**config.mk**
```make
export PLATFORM = sky130hd
export DESIGN_NAME = sphere_hit_scheduler
export DESIGN_NICKNAME = d
export VERILOG_FILES = /design/src/rtl/sphere_hit_scheduler.sv
export SDC_FILE = /design/constraint.sdc
export NUM_CORES = 1
export LEC_CHECK = 0
export CAP_MARGIN = 20
export CORE_AREA = 2 2 347 349
export DETAILED_ROUTE_END_ITERATION = 8
export DIE_AREA = 0 0 349 351
export PLACE_DENSITY_LB_ADDON = 0.12
export RECOVER_POWER = 100
export SKIP_CTS_REPAIR_TIMING = 1
export SLEW_MARGIN = 20
export SYNTH_ARGS = -nofsm -noshare
export SYNTH_HDL_FRONTEND = slang
export SYNTH_SLANG_ARGS = --single-unit
```
**constraint.sdc**
```tcl
create_clock -name clk -period 33.4 [get_ports clk]
set_input_delay 8.35 -clock clk [delete_from_list [all_inputs] [get_ports clk]]
set_output_delay 8.35 -clock clk [all_outputs]
set_load 0.005 [all_outputs]
```
**src/rtl/sphere_hit_scheduler.sv**
```systemverilog
`default_nettype none
// ============================================================================
// Module      : sphere_hit_scheduler
// Description : Initiator side of the sphere hit-test interface. Accepts one
//               ray plus a contiguous sphere index range, streams spheres from
//               primitive memory into an external combinational SphereHit
//               instance one per cycle, and reduces the returned HitData to the
//               nearest hit (or the first hit in any-hit mode).
//
//               Flattened bus layouts (MSB first):
//                 HitData : {bHit, T[FIX_W], pi[PI_W], color[COL_W], st[ST_W]}
//                 Fixed   : signed two's complement
//               PI_W must be at least IDX_W; pi is the zero-extended address.
// Revision    : 1.0 - initial release
// ============================================================================
module sphere_hit_scheduler #(
    parameter int IDX_W = 6,
    parameter int FIX_W = 32,
    parameter int RAY_W = 6 * FIX_W,
    parameter int SPH_W = 4 * FIX_W,
    parameter int COL_W = 24,
    parameter int ST_W  = 2,
    parameter int PI_W  = 16,
    parameter int HIT_W = 1 + FIX_W + PI_W + COL_W + ST_W
) (
    input  logic               clk,
    input  logic               reset,
    // request
    input  logic               i_req_valid,
    output logic               o_req_ready,
    input  logic [RAY_W-1:0]   i_ray,
    input  logic [IDX_W-1:0]   i_first,
    input  logic [IDX_W:0]     i_count,
    input  logic               i_any_hit,
    // primitive memory
    output logic               o_sph_rd,
    output logic [IDX_W-1:0]   o_sph_addr,
    input  logic [SPH_W-1:0]   i_sph_data,
    input  logic [COL_W-1:0]   i_sph_color,
    input  logic [ST_W-1:0]    i_sph_st,
    // SphereHit tester
    output logic [RAY_W-1:0]   o_test_ray,
    output logic [SPH_W-1:0]   o_test_sphere,
    output logic [COL_W-1:0]   o_test_color,
    output logic [PI_W-1:0]    o_test_pi,
    output logic [ST_W-1:0]    o_test_st,
    input  logic [HIT_W-1:0]   i_test_hit,
    // result
    output logic               o_res_valid,
    input  logic               i_res_ready,
    output logic [HIT_W-1:0]   o_res_hit
);

    localparam int HIT_BIT = HIT_W - 1;
    localparam int T_MSB   = HIT_W - 2;
    localparam int T_LSB   = HIT_W - 1 - FIX_W;

    localparam logic [IDX_W:0]   C_CNT_ONE  = (IDX_W + 1)'(1);
    localparam logic [IDX_W:0]   C_CNT_ZERO = '0;
    localparam logic [IDX_W-1:0] C_ADR_ONE  = IDX_W'(1);

    typedef enum logic [1:0] {
        ST_IDLE  = 2'd0,
        ST_FETCH = 2'd1,
        ST_DRAIN = 2'd2,
        ST_DONE  = 2'd3
    } state_t;

    state_t               state_q,       state_d;
    logic [RAY_W-1:0]     ray_q,         ray_d;
    logic [IDX_W-1:0]     addr_q,        addr_d;
    logic [IDX_W:0]       rem_q,         rem_d;
    logic                 any_hit_q,     any_hit_d;
    logic [HIT_W-1:0]     best_q,        best_d;
    logic                 rd_q,          rd_d;
    logic [IDX_W-1:0]     rd_addr_q,     rd_addr_d;
    logic                 test_vld_q,    test_vld_d;
    logic [RAY_W-1:0]     test_ray_q,    test_ray_d;
    logic [SPH_W-1:0]     test_sphere_q, test_sphere_d;
    logic [COL_W-1:0]     test_color_q,  test_color_d;
    logic [PI_W-1:0]      test_pi_q,     test_pi_d;
    logic [ST_W-1:0]      test_st_q,     test_st_d;

    logic                 w_sph_rd;
    logic                 w_abort;
    logic                 w_closer;
    logic [FIX_W-1:0]     w_hit_t;
    logic [FIX_W-1:0]     w_best_t;

    assign w_hit_t  = i_test_hit[T_MSB:T_LSB];
    assign w_best_t = best_q[T_MSB:T_LSB];

    // Candidate beats the current best: strict signed compare so ties keep the earlier sphere
    assign w_closer = i_test_hit[HIT_BIT] &&
                      (!best_q[HIT_BIT] || ($signed(w_hit_t) < $signed(w_best_t)));

    // Any-hit termination: first valid hit ends the scan and discards everything in flight
    assign w_abort  = test_vld_q && any_hit_q && i_test_hit[HIT_BIT];

    // Next-state, read issue, pipeline load and reduction
    always_comb begin
        state_d       = state_q;
        ray_d         = ray_q;
        addr_d        = addr_q;
        rem_d         = rem_q;
        any_hit_d     = any_hit_q;
        best_d        = best_q;
        rd_d          = 1'b0;
        rd_addr_d     = rd_addr_q;
        test_vld_d    = 1'b0;
        test_ray_d    = test_ray_q;
        test_sphere_d = test_sphere_q;
        test_color_d  = test_color_q;
        test_pi_d     = test_pi_q;
        test_st_d     = test_st_q;
        w_sph_rd      = 1'b0;

        // Stage 2: fold the tester result into the running best
        if (test_vld_q && w_closer) begin
            best_d = i_test_hit;
        end

        // Stage 1: register the memory data returned for last cycle's read
        if (rd_q && !w_abort) begin
            test_vld_d    = 1'b1;
            test_ray_d    = ray_q;
            test_sphere_d = i_sph_data;
            test_color_d  = i_sph_color;
            test_pi_d     = PI_W'(rd_addr_q);
            test_st_d     = i_sph_st;
        end

        case (state_q)
            ST_IDLE: begin
                if (i_req_valid) begin
                    ray_d     = i_ray;
                    addr_d    = i_first;
                    rem_d     = i_count;
                    any_hit_d = i_any_hit;
                    best_d    = '0;
                    state_d   = (i_count == C_CNT_ZERO) ? ST_DONE : ST_FETCH;
                end
            end
            ST_FETCH: begin
                if (!w_abort) begin
                    w_sph_rd  = 1'b1;
                    rd_d      = 1'b1;
                    rd_addr_d = addr_q;
                    addr_d    = addr_q + C_ADR_ONE;
                    rem_d     = rem_q - C_CNT_ONE;
                    if (rem_q == C_CNT_ONE) begin
                        state_d = ST_DRAIN;
                    end
                end
            end
            ST_DRAIN: begin
                // With no read outstanding, stage 2 is being reduced now and the pipe is empty next cycle
                if (!rd_q) begin
                    state_d = ST_DONE;
                end
            end
            ST_DONE: begin
                if (i_res_ready) begin
                    state_d = ST_IDLE;
                end
            end
            default: begin
                state_d = ST_IDLE;
            end
        endcase

        if (w_abort) begin
            rd_d       = 1'b0;
            test_vld_d = 1'b0;
            state_d    = ST_DONE;
        end
    end

    // State and datapath registers with asynchronous clear
    always_ff @(posedge clk or posedge reset) begin
        if (reset) begin
            state_q       <= ST_IDLE;
            ray_q         <= '0;
            addr_q        <= '0;
            rem_q         <= '0;
            any_hit_q     <= 1'b0;
            best_q        <= '0;
            rd_q          <= 1'b0;
            rd_addr_q     <= '0;
            test_vld_q    <= 1'b0;
            test_ray_q    <= '0;
            test_sphere_q <= '0;
            test_color_q  <= '0;
            test_pi_q     <= '0;
            test_st_q     <= '0;
        end else begin
            state_q       <= state_d;
            ray_q         <= ray_d;
            addr_q        <= addr_d;
            rem_q         <= rem_d;
            any_hit_q     <= any_hit_d;
            best_q        <= best_d;
            rd_q          <= rd_d;
            rd_addr_q     <= rd_addr_d;
            test_vld_q    <= test_vld_d;
            test_ray_q    <= test_ray_d;
            test_sphere_q <= test_sphere_d;
            test_color_q  <= test_color_d;
            test_pi_q     <= test_pi_d;
            test_st_q     <= test_st_d;
        end
    end

    assign o_req_ready   = (state_q == ST_IDLE);
    assign o_sph_rd      = w_sph_rd;
    assign o_sph_addr    = addr_q;
    assign o_res_valid   = (state_q == ST_DONE);
    assign o_res_hit     = best_q;
    assign o_test_ray    = test_ray_q;
    assign o_test_sphere = test_sphere_q;
    assign o_test_color  = test_color_q;
    assign o_test_pi     = test_pi_q;
    assign o_test_st     = test_st_q;

endmodule
`default_nettype wire

```
==> results.md <==
* Normalized max-slew margin at -502%
* Area Overhead vs Synth at 49.9%
* Hold Fails Final Rpt at 0
* Number of global-route vias before repair at 21900
* Setup tns final at 0 ps
* Commonest non-fill, non-tap cells in the layout: 1802 x nand2_1, 643 x dfrtp_1, 440 x dlygate4sd3_1
* CTS Sinks at 643
* Routed Antenna Nets at 0
* Initial DRC count at 1061
* R2R setup slack at between 20000 and 25000 ps
* Xor/xnor share of the synthesized area at 0%
* Fin crit share at between 60% and 70%
* Largest net degree at the start of global routing at between 150 and 200
* Placement Rows at approximately 130
* RSZ-0062 raised after global routing: no
* Post-synthesis cell type count at 39
* Post-synthesis compound-gate area fraction at about 1.5%
* Yosys warns at 0
* Initial core utilization at 21.6%
* Total gr overflow at 0
* Place WS at ~15000 ps
* Mean post-synth cell area at approximately 8.9 um2
* Total chip power at 3610 uW
* Worst reg-to-reg path cell count at 7
* Critical Path Sink Type: asynchronous set/reset pin
* F_max at about 44 MHz
* Worst skew pair latency at 640 ps
* I/O Buffers at 874
* PD cells at about 93 nW/um2
* Hold WC Path Type: flip-flop to flip-flop
* Clock skew at around 21 ps
* Leakage at 0.0195 uW
* Core ar. at around 120000 um2
* # IOs at roughly 890
* Placed cells at 5181
* Synthesized area at around 26000 um2
* Filler cells at ~13000
* Commonest non-fill, non-tap cell in the layout: nand2_1
* Failing checks: max-capacitance violations, max-slew violations
* Post-synthesis adder-cell area fraction at under 10%
* DP HPWL at between 60000 and 70000 um
* Post-Route WL at between 100000 and 150000 um
* DRC Markers at 0
* Die span in x at ~350 um
* Final setup viols at 0
* Slew @ Worst Pin at roughly 9000 ps
* Max VDD drop at about 53 uV
* Crit path arrival time at between 20000 and 25000 ps
* Setup crit start kind: input pin
* Area of the die at about 120000 um2
* Mux contribution to synthesized area at around 3.2%
* Finished Layout Cells at around 5300
* Largest family of logic cells by synthesized area: simple AND/OR/NAND/NOR gates
* Vias at around 22000
* Nets at ~4200
* Share of cells above drive strength 1 at between 3 and 4%
* Synth Area in Simple Gates at between 20% and 30%
* Final Max Slew Viols at approximately 1300
* Drt first pass iters at 4
* Sequential-to-total area share from yosys stat at between 60% and 70%
* Critical path class: input pin to asynchronous set/reset pin
* CTS tree: done
* Cts bufs inserted at 83
* Post-Syn Instances at 2892
* First-pass GRT wire length at between 100000 and 150000 um
* Antenna violations before repair at 36
* Max Cap Violations at 16
* Final min period at ~23000 ps
* Clock buffer depth at 3
* Die height at 351 um
* WL/cell at about 19 um
* Clk slew on worst S/H paths at about 60 ps
* WHS Path Cells at 2
* Critical Path Fanout Max at approximately 160
* Setup slack after layout at approximately 11000 ps
* CTS root buffer: clkbuf_16
* GPL Wtd Cong at about 0.78
* GRT Total Usage at between 15 and 20%
* Flops & latches, synth at 643
* Status: complete, but fails checks
* H-tree depth at 3
* Via density at 4.07
* Crit path required time at between 30000 and 40000 ps
-- worst paths after layout --
path	start	to
max in group clk	i_test_hit[74]	o_sph_rd
worst max-delay path	reset	o_test_sphere[27]
min in group asynchronous	reset	o_test_color[23]
worst min register to register	ray_q[11]	o_test_ray[11]
worst max register to register	test_vld_q	o_test_ray[61]
worst min-delay path	ray_q[11]	o_test_ray[11]
-- per-layer routing --
layer	track usage, %	up-vias	wire (um)
met5	0	-	333
met4	6.56	48	3510
met3	7.12	189	9860
met2	26.6	657	48600
met1	17.8	10300	38700
li1	-	10600	-
-- critical path, cell delays in order --
cell and delay, ps:
dlygate4sd3_1 550, clkinvlp_2 2940, clkbuf_1 2540, clkbuf_1 6330
-- where the power goes --
group | switching (uW) | internal, uW
registers | 189 | 1130
clock network | 361 | 544
logic | 753 | 629
total | 1300 | 2310
-- layout make-up --
| type | count | area (um2) | share of cell area [%] |
|---|---|---|---|
| diodes | 11 | 27.5 | 0.0713 |
| clock buffers | 125 | 2400 | 6.23 |
| clock inverters | 25 | 329 | 0.852 |
| inverters | 41 | 156 | 0.405 |
| multi-input cells | 2055 | 8810 | 22.8 |
| flip-flops and latches | 643 | 16100 | 41.7 |
| well taps | 1548 | 1940 | 5.01 |
| repair buffers | 894 | 8870 | 23.0 |
-- cells in the mapped netlist (all sizes together) --
master / count / share of area [%]
o211a: 1 / 0.039
and2: 2 / 0.049
a22oi: 1 / 0.029
nor2: 9 / 0.13
nand2: 1803 / 26
ha: 38 / 1.8
nor2b: 3 / 0.073
a2111oi: 2 / 0.068
clkbuf: 128 / 1.9
o21ai: 21 / 0.41
o22ai: 5 / 0.12
and3: 2 / 0.049
nand3: 13 / 0.25
dfrtp: 643 / 62
buf: 34 / 1.1
conb: 1 / 0.015
inv: 41 / 0.60
o21a: 1 / 0.029
a21oi: 29 / 0.58
nor3: 7 / 0.14
a211oi: 1 / 0.029
a221o: 1 / 0.039
nand2b: 7 / 0.17
nor4: 3 / 0.097
or3: 1 / 0.024
nand3b: 1 / 0.029
mux2: 6 / 0.26
nand4: 5 / 0.12
o211ai: 3 / 0.087
nand4b: 2 / 0.068
a31oi: 2 / 0.049
mux2i: 76 / 3.0
-- registers in the layout (all words and copies together), names as in the netlist, 6 cells and up --
signal / count
o_res_hit: 75
o_sph_addr: 6
o_test_color: 24
o_test_pi: 6
o_test_ray: 192
o_test_sphere: 128
ray_q: 192
rd_addr_q: 6
rem_q: 7
-- through the flow --
step	hold slack, ps	area (um2)	util, %
after floorplan	433	25800	-
after global placement	446	36000	30.2
after detailed placement	449	36000	30.2
after CTS	457	38700	32.5
after global routing	478	38600	32.5
final	453	38600	32.5
-- logic make-up (layout without fill, tap and decap cells) --
logic type,count (synthesis),after routing
simple gates,1858,1858
flops,643,643
buf+inv,203,1085
mux,82,82
compound gates,67,67
fa+ha+maj,38,38
other cells,1,21
No activity file was read; power rests on OpenSTA's default activity.
